<file path="src/rtl/latch_deserializer.sv">
// Packs the serial latch output into WIDTH-bit words behind a valid/ready buffer with one-word stall holding.
// Optional even-parity frame bit and o_parity_err output are enabled by defining DESER_PARITY_EN.
module latch_deserializer #(
  parameter int WIDTH     = 8,
  parameter bit MSB_FIRST = 1'b1
) (
  input  logic             i_clk,
  input  logic             i_rst,
  input  logic             i_d,
  input  logic             i_d_valid,
  output logic [WIDTH-1:0] o_word,
  output logic             o_word_valid,
  input  logic             i_word_ready,
  output logic             o_overrun,
  input  logic             i_clear_ovr,
`ifdef DESER_PARITY_EN
  output logic             o_parity_err,
`endif
  output logic             o_busy
);

`ifdef DESER_PARITY_EN
  localparam int FRAME = WIDTH + 1;
`else
  localparam int FRAME = WIDTH;
`endif
  localparam int CW = $clog2(WIDTH + 1);
  localparam logic [CW-1:0] LAST = CW'(FRAME - 1);

  typedef enum logic {S_COLLECT, S_STALL} state_t;

  state_t           r_state, w_next_state;
  logic [WIDTH-1:0] r_shift, w_next_shift;
  logic [CW-1:0]    r_count, w_next_count;
  logic [WIDTH-1:0] r_word, w_next_word;
  logic             r_valid, w_next_valid;
  logic             r_ovr, w_next_ovr;
  logic             w_drop;
  logic             w_xfer;
  logic             w_free;
  logic             w_data_bit;
  logic [WIDTH-1:0] w_shifted;
  logic [WIDTH-1:0] w_assembled;

  assign w_xfer    = r_valid && i_word_ready;
  assign w_free    = !r_valid || i_word_ready;
  assign w_shifted = MSB_FIRST ? {r_shift[WIDTH-2:0], i_d} : {i_d, r_shift[WIDTH-1:1]};

`ifdef DESER_PARITY_EN
  logic r_par, w_next_par;
  logic r_perr, w_next_perr;
  logic r_held_perr, w_next_held_perr;
  logic w_perr_calc;

  // The parity bit never enters the shift register, so the word is already complete.
  assign w_data_bit  = (r_count != LAST);
  assign w_assembled = r_shift;
  assign w_perr_calc = r_par ^ i_d;
`else
  assign w_data_bit  = 1'b1;
  assign w_assembled = w_shifted;
`endif

  always_comb begin
    w_next_state = r_state;
    w_next_shift = r_shift;
    w_next_count = r_count;
    w_next_word  = r_word;
    w_next_valid = r_valid;
    w_next_ovr   = r_ovr;
    w_drop       = 1'b0;
`ifdef DESER_PARITY_EN
    w_next_par       = r_par;
    w_next_perr      = r_perr;
    w_next_held_perr = r_held_perr;
`endif
    if (w_xfer) w_next_valid = 1'b0;

    case (r_state)
      S_COLLECT: begin
        if (i_d_valid) begin
          if (w_data_bit) begin
            w_next_shift = w_shifted;
`ifdef DESER_PARITY_EN
            w_next_par = r_par ^ i_d;
`endif
          end
          if (r_count == LAST) begin
            w_next_count = '0;
`ifdef DESER_PARITY_EN
            w_next_par = 1'b0;
`endif
            if (w_free) begin
              w_next_word  = w_assembled;
              w_next_valid = 1'b1;
`ifdef DESER_PARITY_EN
              w_next_perr = w_perr_calc;
`endif
            end else begin
              // Completed word waits in the shift register until the buffer drains.
              w_next_state = S_STALL;
`ifdef DESER_PARITY_EN
              w_next_held_perr = w_perr_calc;
`endif
            end
          end else begin
            w_next_count = r_count + 1'b1;
          end
        end
      end
      S_STALL: begin
        w_drop = i_d_valid;
        if (w_xfer) begin
          w_next_word  = r_shift;
          w_next_valid = 1'b1;
          w_next_state = S_COLLECT;
`ifdef DESER_PARITY_EN
          w_next_perr = r_held_perr;
`endif
        end
      end
      default: w_next_state = S_COLLECT;
    endcase

    if (w_drop) w_next_ovr = 1'b1;
    else if (i_clear_ovr) w_next_ovr = 1'b0;
  end

  always_ff @(posedge i_clk or posedge i_rst) begin
    if (i_rst) begin
      r_state <= S_COLLECT;
      r_shift <= '0;
      r_count <= '0;
      r_word  <= '0;
      r_valid <= 1'b0;
      r_ovr   <= 1'b0;
`ifdef DESER_PARITY_EN
      r_par       <= 1'b0;
      r_perr      <= 1'b0;
      r_held_perr <= 1'b0;
`endif
    end else begin
      r_state <= w_next_state;
      r_shift <= w_next_shift;
      r_count <= w_next_count;
      r_word  <= w_next_word;
      r_valid <= w_next_valid;
      r_ovr   <= w_next_ovr;
`ifdef DESER_PARITY_EN
      r_par       <= w_next_par;
      r_perr      <= w_next_perr;
      r_held_perr <= w_next_held_perr;
`endif
    end
  end

  assign o_word       = r_word;
  assign o_word_valid = r_valid;
  assign o_overrun    = r_ovr;
  assign o_busy       = (r_count != '0) || (r_state == S_STALL);
`ifdef DESER_PARITY_EN
  assign o_parity_err = r_perr;
`endif

endmodule

</file>
<file path="config.mk">
export PLATFORM = sky130hd
export DESIGN_NAME = latch_deserializer
export DESIGN_NICKNAME = d
export VERILOG_FILES = /design/src/rtl/latch_deserializer.sv
export SDC_FILE = /design/constraint.sdc
export NUM_CORES = 1
export LEC_CHECK = 0
export CORE_MARGIN = 2
export CORE_UTILIZATION = 50
export CTS_BUF_LIST = sky130_fd_sc_hd__clkbuf_4
export CTS_CLUSTER_SIZE = 8
export DETAILED_ROUTE_END_ITERATION = 12
export PLACE_DENSITY = 0.83
export SETUP_SLACK_MARGIN = 0.05
export SKIP_CTS_REPAIR_TIMING = 1
export SYNTH_ARGS = -nofsm -noshare
export SYNTH_HDL_FRONTEND = slang
export SYNTH_SLANG_ARGS = --single-unit
</file>
<file path="constraint.sdc">
create_clock -name i_clk -period 3.7 [get_ports i_clk]
set_input_delay 0.74 -clock i_clk [delete_from_list [all_inputs] [get_ports i_clk]]
set_output_delay 0.74 -clock i_clk [all_outputs]
set_load 0.005 [all_outputs]
</file>
==> metrics <==
status completed; core outline area 1960 um^2; all-layer global routing usage 17.3%; Sum Neg Setup Slack 0 ns; hold slack 0.500 ns; routed wire length per instance 12.9 um; Unique masters post-synth 21; CP Class flop to output pin; Hold Vio Cnt, Final 0; CP Data Required Time slightly below 3 ns; dpl hpwl 1330 um; Critical Path Sink Type output pin; Die Wd 49.8 um; Syn-to-layout area delta 19.6%; drt total wl approximately 1800 um; P_leak between 0.0005 and 0.0006 uW; Worst Hold Class flop to flop; via count 744; Setup-failing EPs final 0; Ports 17; commonest non-fill, non-tap cell in the layout nand2_1; final instance area 1250 um^2; skew final between 0.001 and 0.0015 ns; Cells after Synth 99; Final Critical Period 2.73 ns; first-pass GRT wire length 3280 um; DR vias/cell 5.20; port buffer count 16; Layout Utilization between 60% and 70%; largest net degree at the start of global routing 24; fin. max-slew vios 0; Clock Latency Late Sink 0.30 ns; max frequency ~0.37 GHz; die area 2480 um^2; number of diodes 0; die extent in y between 40 and 50 um; total grt overflow 0; PD cells about 700 nW/um^2; relative slew slack 45.2%; row count 16; Placer Congestion around 0.77; Synth Cell Area 1050 um^2; highest-count cells in the layout ignoring fill and taps 31 x nand2_1, 23 x dfrtp_1, 16 x clkdlybuf4s50_1; Syn Area/Cell 10.6 um^2; critical path arrival a little under 2 ns; Worst VDD drop slightly above 0.4 mV; initial antenna violation count 0; Max Root-Sink Buffers 2; drt initial violations 15; Final period util 73.8%; Syn Nets between 100 and 150; starting density of the core approximately 53%; CTS buffer count 3; Reg clk slew, reported paths between 0.1 and 0.15 ns; vias in the first global route 722; CP Launch Type flop; nets 125; Num Clock Sinks 23; register area share after synthesis 54.9%; CP max FO 5; synthesis-stage register bit count 23; share of cells above drive strength 1 13.8%; DRC Markers 0; H-tree levels 1; area post-placement 1220 um^2; unrepaired setup endpoints after global routing false; Least-Margin Pin Slew 0.821 ns; CTS tree built; YS warnings 0; Total Power around 900 uW; drt first pass iters 4; Antenna Nets Post-Route 0; CTS root buf clkbuf_4; maxcap violations 0
==> per-layer routing <==
layer | vias to the layer above | routed length [um] | track usage [%]
met2 | 15 | 951 | 28.9
met4 | 0 | 10 | 5.56
met3 | 2 | 78 | 3.33
met1 | 355 | 805 | 22.5
met5 | - | 0 | 0
li1 | 372 | - | -
==> metrics by stage <==
stage,instances,setup slack [ns]
after floorplan,99,1.80
after global placement,139,1.33
after detailed placement,139,1.31
after CTS,143,0.958
after global routing,143,0.882
final,143,0.970
==> synthesized netlist by cell type <==
cell	n	area share [%]
or4b_2	1	0.95
buf_6	1	1.1
clkbuf_1	2	0.72
inv_1	5	1.8
nand3_1	2	0.95
o21ai_0	6	2.9
nand2_1	31	11
a2bb2oi_1	1	0.84
nand3b_4	1	1.9
and2b_1	1	0.72
or2_2	8	4.8
or4_1	1	0.72
or3_1	1	0.60
o221a_1	8	8.6
nor2b_1	1	0.60
ha_1	2	2.4
dfrtp_1	23	55
nor2_1	1	0.36
nand2b_4	1	1.3
o31ai_4	1	2.0
xnor2_1	1	0.84
==> worst max-delay path, stage by stage, from the launching register on <==
cell             delay [ns]
dfrtp_1                0.44
inv_1                  0.07
ha_1                   0.13
or4b_2                 0.58
clkdlybuf4s50_1        0.47
==> path summary, 6_finish.rpt <==
path	from	endpoint	slack, ns	depth (start not counted)
max	r_count[0]$_DFFE_PP0P_	o_busy	0.97	4
min	r_shift[7]$_DFFE_PP0P_	r_shift[7]$_DFFE_PP0P_	0.50	2
max reg2reg	r_count[0]$_DFFE_PP0P_	o_word[4]$_DFFE_PP0P_	2.05	4
min reg2reg	r_shift[7]$_DFFE_PP0P_	r_shift[7]$_DFFE_PP0P_	0.50	2
max in group asynchronous	i_rst	o_word[5]$_DFFE_PP0P_	2.31	2
min in group asynchronous	i_rst	r_count[1]$_DFFE_PP0P_	0.88	2
==> flip-flops by register name, indices dropped and copies added (netlist names) <==
register	flops
r_shift	8
r_count	4
r_state	1
o_word	8
o_overrun	1
o_word_valid	1
==> cells by family after synthesis <==
kind of cell,synth area share [%]
AO/OA/AOI/OAI,14.3
XOR/XNOR,0.835
adder cells (fa/ha/maj),2.39
buffers and inverters,3.58
flip-flops,54.9
AND/OR/NAND/NOR,24.0
==> area by class of cell <==
cell class | count | area (um^2)
fill | 182 | 708
sequential | 23 | 576
multi-input combinational | 68 | 435
timing repair buffer | 16 | 160
tap | 27 | 33.8
clock buffer | 4 | 30.0
inverter | 5 | 18.8
==> where the power goes <==
group	total [uW]	switching, uW	internal (uW)
clock network	121	71.6	49.3
logic	302	114	187
registers	458	97.0	361
total	881	283	598
No activity file was read; power rests on OpenSTA's default activity.
==> patch 1, RTL diff (config.mk and constraints unchanged) <==
The parameter `WIDTH` goes from 8 to 4.
--- a/src/rtl/latch_deserializer.sv
+++ b/src/rtl/latch_deserializer.sv
@@ -1,7 +1,7 @@
 // Packs the serial latch output into WIDTH-bit words behind a valid/ready buffer with one-word stall holding.
 // Optional even-parity frame bit and o_parity_err output are enabled by defining DESER_PARITY_EN.
 module latch_deserializer #(
-  parameter int WIDTH     = 8,
+  parameter int WIDTH     = 4,
   parameter bit MSB_FIRST = 1'b1
 ) (
   input  logic             i_clk,
Ports: changed (resized o_word); port bits go from 17 to 13. The function was not compared with the original's and may differ.
==> patch 1 against the unedited design <==
Setup slack improved by 0.35 ns. Sequential power fell by 38%. Non-clock buffer count fell by 4. Sequential cell count fell by 9. Register-to-register slack improved by 0.10 ns. Clock skew rose by 0.0068 ns. Cell area fell by 35%. Synthesized area fell by 36%. Power fell by 23%. Routed wire length fell by 34%.
==> patch 1: results (changes against the unedited design) <==
Run status
  – Status: finished clean (unchanged)

Pwr
  – Total leakage power: 0.358 nW (was 0.572 nW)
  – Worst vdd ir: 0.379 mV (was 0.406 mV)

Worst setup path
  – CP arrival: 1.64 ns (was 1.99 ns)
  – Largest stage delay, worst path: 0.56 ns (was 0.58 ns)
  – Worst Path Max Fanout: 11 (was 5)
  – Crit-path leading delay family: buffers and inverters (was simple AND/OR/NAND/NOR gates)
  – Slowest CP cell: dfrtp_1 (was or4b_2)
  – R2r worst-path depth: 3 (was 4)

Clock network
  – Clk_lat worst skew: 0.29 ns
  – Clock tree buffer depth: 2 (unchanged)
  – CTS Root Cell: clkbuf_4 (unchanged)
  – H-tree depth: 1 (unchanged)
  – Clock-pin slew on the worst setup and hold paths: 0.08 ns (was 0.12 ns)
  – CTS Buf Count: 3 (unchanged)

Timing
  – Slew headroom: 64.7% (was 45.2%)
  – Final clock skew: 0.00805 ns (was 0.00126 ns)

Die
  – Starting Density: 52.9% (was 53.4%)

Logic synthesis
  – Synth unique cells: 18 (was 21)
  – Commonest cells post-synth: dfrtp_1 (14), mux2_2 (13), inv_1 (7) (was nand2_1 (31), dfrtp_1 (23), o221a_1 (8), or2_2 (8), o21ai_0 (6))
  – Ys async rst share: 100% (unchanged)
  – Area contributors post-synth: dfrtp_1 (52%), mux2_2 (22%), inv_1 (3.9%), ha_1 (3.7%), a22oi_4 (3.2%) (was dfrtp_1 (55%), nand2_1 (11%), o221a_1 (8.6%), or2_2 (4.8%), o21ai_0 (2.9%))
  – Mux contribution to synthesized area: 21.8% (was 0%)
  – Xor/xnor cell area share of the yosys netlist: 0% (was 0.835%)
  – Synth warnings: 0 (unchanged)
  – Synth Area in Adders: 3.73% (was 2.39%)
  – Syn_nets: 62 (was 107)
  – Post-Syn Instances: 54 (was 99)
  – Post-synthesis compound-gate area fraction: 9.33% (was 14.3%)
  – Sequential area share after synthesis: 52.2% (was 54.9%)
  – Ys flop type: dfrtp_1 (unchanged)

Final layout
  – Nets@finish: 77 (was 125)
  – Share of cells above drive strength 1: 26.5% (was 13.8%)
  – N_diodes: 0 (unchanged)

Place
  – Post-DP HPWL: 898 um (was 1330 um)
  – DP Area: 795 um^2 (was 0.00122 mm^2)
  – IO buf count: 12 (was 16)
  – Pre-CTS setup slack: 1.53 ns (was 1.31 ns)
  – Routability congestion estimate: 0.635 (was 0.768)
  – Placed cell count: 79 (was 139)

Drt
  – Vias per std cell: 5.08 (was 5.20)
  – DRT iter0 DRCs: 3 (was 15)
  – Vias: 422 (was 744)
  – Pre-Repair DR Iteration Count: 4 (unchanged)
  – Routed WL per cell: 14.6 um (was 12.9 um)
  – Number of routed nets with antenna violations: 0 (unchanged)

Global routing
  – First-pass GRT wire length: 1820 um (was 3280 um)
  – GRT Util Overall: 18.7% (was 17.3%)
  – Largest net degree at the start of global routing: 15 (was 24)
  – Initial antenna violation count: 0 (unchanged)
  – Vias in the first global route: 427 (was 722)

Worst hold path
  – Hold Path Stages: 1 (was 2)
  – Min-Delay Path Class: reg2reg (unchanged)
## patch 1: cell count changes in the layout (fill, tap and decap cells not counted), sizes merged, moves of 3 or more
cell	unedited run	this run
mux2	0	13
nand2	31	2
clkdlybuf4s50	16	12
dfrtp	23	14
o21ai	6	3
or2	8	1
o221a	8	0
## patch 1: area by class of cell
class | count | area [um^2]
Clock buffer | 3 | 22.5
Clock inverter | 1 | 3.75
Fill cell | 116 | 448
Inverter | 7 | 26.3
Multi-Input combinational cell | 31 | 279
Sequential cell | 14 | 350
Tap cell | 15 | 18.8
Timing Repair Buffer | 12 | 120
## patch 1: metal layers
| layer | global-route usage [%] | wire length (um) | share of wire, % | up-vias |
|---|---|---|---|---|
| met5 | 0 | 0 | 0 | - |
| met4 | 15.0 | 42 | 3.5 | 0 |
| met3 | 4.89 | 61 | 5.0 | 5 |
| met2 | 30.2 | 571 | 47 | 14 |
| met1 | 20.6 | 536 | 44 | 191 |
| li1 | - | - | - | 212 |
## patch 1: worst paths after layout
kind | start | end | slack, ns
worst max register to register | r_state | o_word[3] | 2.15
min in group asynchronous | i_rst | r_shift[0] | 0.78
worst min-delay path | r_shift[3] | r_shift[3] | 0.51
worst min register to register | r_shift[3] | r_shift[3] | 0.51
worst max-delay path | r_state | o_busy | 1.32
max in group asynchronous | i_rst | r_shift[3] | 2.56
## patch 1: power by group
group	internal [W]	total (W)	switching [W]
combinational	0.000199	0.000305	0.000106
sequential	0.000223	0.000284	0.0000610
clock	0.0000392	0.0000886	0.0000494
total	0.000461	0.000678	0.000217
## patch 1: cells by family (layout without fill, tap and decap cells)
group,count (synthesis),after routing
compound gates,8,8
fa+ha+maj,2,2
buf+inv,9,23
flops,14,14
mux,13,13
simple gates,8,8
==> patch 2, RTL diff (same settings) <==
Without the edit above. Reset style: synchronous (`i_rst`), changed in one clocked block.
--- a/src/rtl/latch_deserializer.sv
+++ b/src/rtl/latch_deserializer.sv
@@ -126,7 +126,7 @@
     else if (i_clear_ovr) w_next_ovr = 1'b0;
   end
 
-  always_ff @(posedge i_clk or posedge i_rst) begin
+  always_ff @(posedge i_clk) begin
     if (i_rst) begin
       r_state <= S_COLLECT;
       r_shift <= '0;
Check against the original RTL: differs if i_rst is asserted again (counterexample within 4 cycles, from zero or initial values and one cycle with i_rst high); with i_rst held inactive, the same outputs for 10 cycles.
==> patch 2 against the unedited design <==
Non-clock buffer count unchanged. Routed wire length increased by 7.8%. Cell area decreased by 2.2%. Sequential cell count unchanged. Final cell count increased by 4.9%. Critical path depth decreased by 1. Setup slack got worse by 0.019 ns. Register-to-register slack got worse by 0.05 ns. First-iteration DRC count increased by 13%. Synthesized area increased by 2.4%.
Power is not compared: it rests on default switching activity, and its combinational part moved more than twofold at a synthesized area within 25%.
==> patch 2: results (changes against the unedited design) <==
Run status
  – Status: finished clean (unchanged)

Place
  – Routability congestion estimate: 0.824 (was 0.768)
  – Placed cell count: 146 (was 139)
  – Post-DP HPWL: 1400 um (was 1330 um)

Global routing
  – First-pass GRT wire length: 3330 um (was 3280 um)
  – Vias in the first global route: 743 (was 722)

Drt
  – Vias: 850 (was 744)
  – DRT iter0 DRCs: 17 (was 15)
  – Post-Route WL: 1990 um (was 1850 um)

Worst setup path
  – Slowest CP cell: dfxtp_1 (was or4b_2)
  – CP arrival: 2.01 ns (was 1.99 ns)
  – Crit-path leading delay family: flip-flops (was simple AND/OR/NAND/NOR gates)
  – Worst reg2reg setup slack: 2.00 ns (was 2.05 ns)
  – Worst Path Max Fanout: 16 (was 5)
  – Reg2reg start: r_state (was r_count[0])
  – Largest stage delay, worst path: 0.77 ns (was 0.58 ns)

Final layout
  – Nets@finish: 132 (was 125)
  – Non-Filler Instances: 150 (was 143)
  – Share of cells above drive strength 1: 8.13% (was 13.8%)

Logic synthesis
  – Commonest cells post-synth: dfxtp_1 (23), nand2_1 (21), a21oi_1 (11) (was nand2_1 (31), dfrtp_1 (23), o221a_1 (8), or2_2 (8), o21ai_0 (6))
  – Area contributors post-synth: dfxtp_1 (43%), mux2i_1 (7.5%), nand2_1 (7.3%), a311oi_1 (6.5%), a211oi_1 (6.3%) (was dfrtp_1 (55%), nand2_1 (11%), o221a_1 (8.6%), or2_2 (4.8%), o21ai_0 (2.9%))
  – Synth unique cells: 28 (was 21)
  – Sequential area share after synthesis: 42.9% (was 54.9%)
  – Synth Area in Adders: 2.33% (was 2.39%)
  – Post-synthesis compound-gate area fraction: 23.5% (was 14.3%)
  – Ys async rst share: 0% (was 100%)
  – Synth area leader: dfxtp_1 (was dfrtp_1)
  – Xor/xnor cell area share of the yosys netlist: 0.816% (was 0.835%)
  – Syn_area_per_cell: 9.50 um^2 (was 10.6 um^2)
  – Main combinational cell family by area after synthesis: compound AO/OA/AOI/OAI gates (was simple AND/OR/NAND/NOR gates)
  – Mux contribution to synthesized area: 7.46% (was 0%)
  – Syn_nets: 121 (was 107)

Timing
  – Slew headroom: 43.6% (was 45.2%)
  – Final Max Tran Viols: 0 (unchanged)
  – Final Setup Violations: 0 (unchanged)
  – Final clock skew: 0.00164 ns (was 0.00126 ns)
  – Hold WS: 0.467 ns (was 0.500 ns)

Worst hold path
  – Worst hold start: r_shift[7] (unchanged)
## patch 2: final timing paths
kind | to | depth (start not counted)
hold reg to reg | r_shift[7] | 2
setup reg to reg | o_word[5] | 3
hold / removal | r_shift[7] | 2
setup / recovery | o_busy | 3
## patch 2: area by class of cell
cell class	instances	area, um^2	share of cell area, %
clock inverter	1	5.00	0.408
timing repair buffer	16	160	13.1
clock buffer	3	22.5	1.84
multi-input combinational	78	537	43.8
tap	27	33.8	2.76
sequential	23	460	37.6
inverter	2	7.51	0.612
## patch 2: routing by layer
metal  GRT usage (%)  part of all wire (%)  vias up
met2            27.2                    48       22
met3            3.27                   4.0        4
met1            21.7                    47      388
li1                -                     -      436
met5               0                     0        -
met4            9.91                   1.1        0
## patch 2: metrics by stage
step / instance area (um^2) / worst slack [ns] / total power, W / util, %
floorplan: 1070 / 2.12 / 0.000273 / -
global placement: 1200 / 1.33 / 0.000284 / 59.9
detailed placement: 1200 / 1.31 / 0.000284 / 59.9
CTS: 1230 / 0.947 / 0.000399 / 61.3
global route: 1230 / 0.820 / 0.000411 / 61.3
finish: 1230 / 0.951 / 0.000395 / 61.3
## patch 2: logic make-up (layout without fill, tap and decap cells)
| family | Yosys count | after routing |
|---|---|---|
| adders and majority gates | 2 | 2 |
| DFF | 23 | 23 |
| AOI/OAI and AO/OA | 34 | 34 |
| and+or+nand+nor | 33 | 33 |
| buffers and inverters | 12 | 22 |
| xor gates and xnor gates | 1 | 1 |
| muxes | 8 | 8 |
## patch 2: worst min-delay path: cells and delay by family (launching register included)
family,cells,cell delay [ns]
AO/OA/AOI/OAI,1,0.05
AND/OR/NAND/NOR,1,0.05
flip-flops,1,0.33
## patch 2: power by group through the flow
stage | Sequential [W] | Clock (W) | Combinational, W
CTS | 0.000253 | 0.000119 | 0.0000261
global placement | 0.000259 | 0 | 0.0000252
detailed placement | 0.000259 | 0 | 0.0000256
finish | 0.000253 | 0.000115 | 0.0000262
global route | 0.000254 | 0.000129 | 0.0000287
floorplan | 0.000258 | 0 | 0.0000143
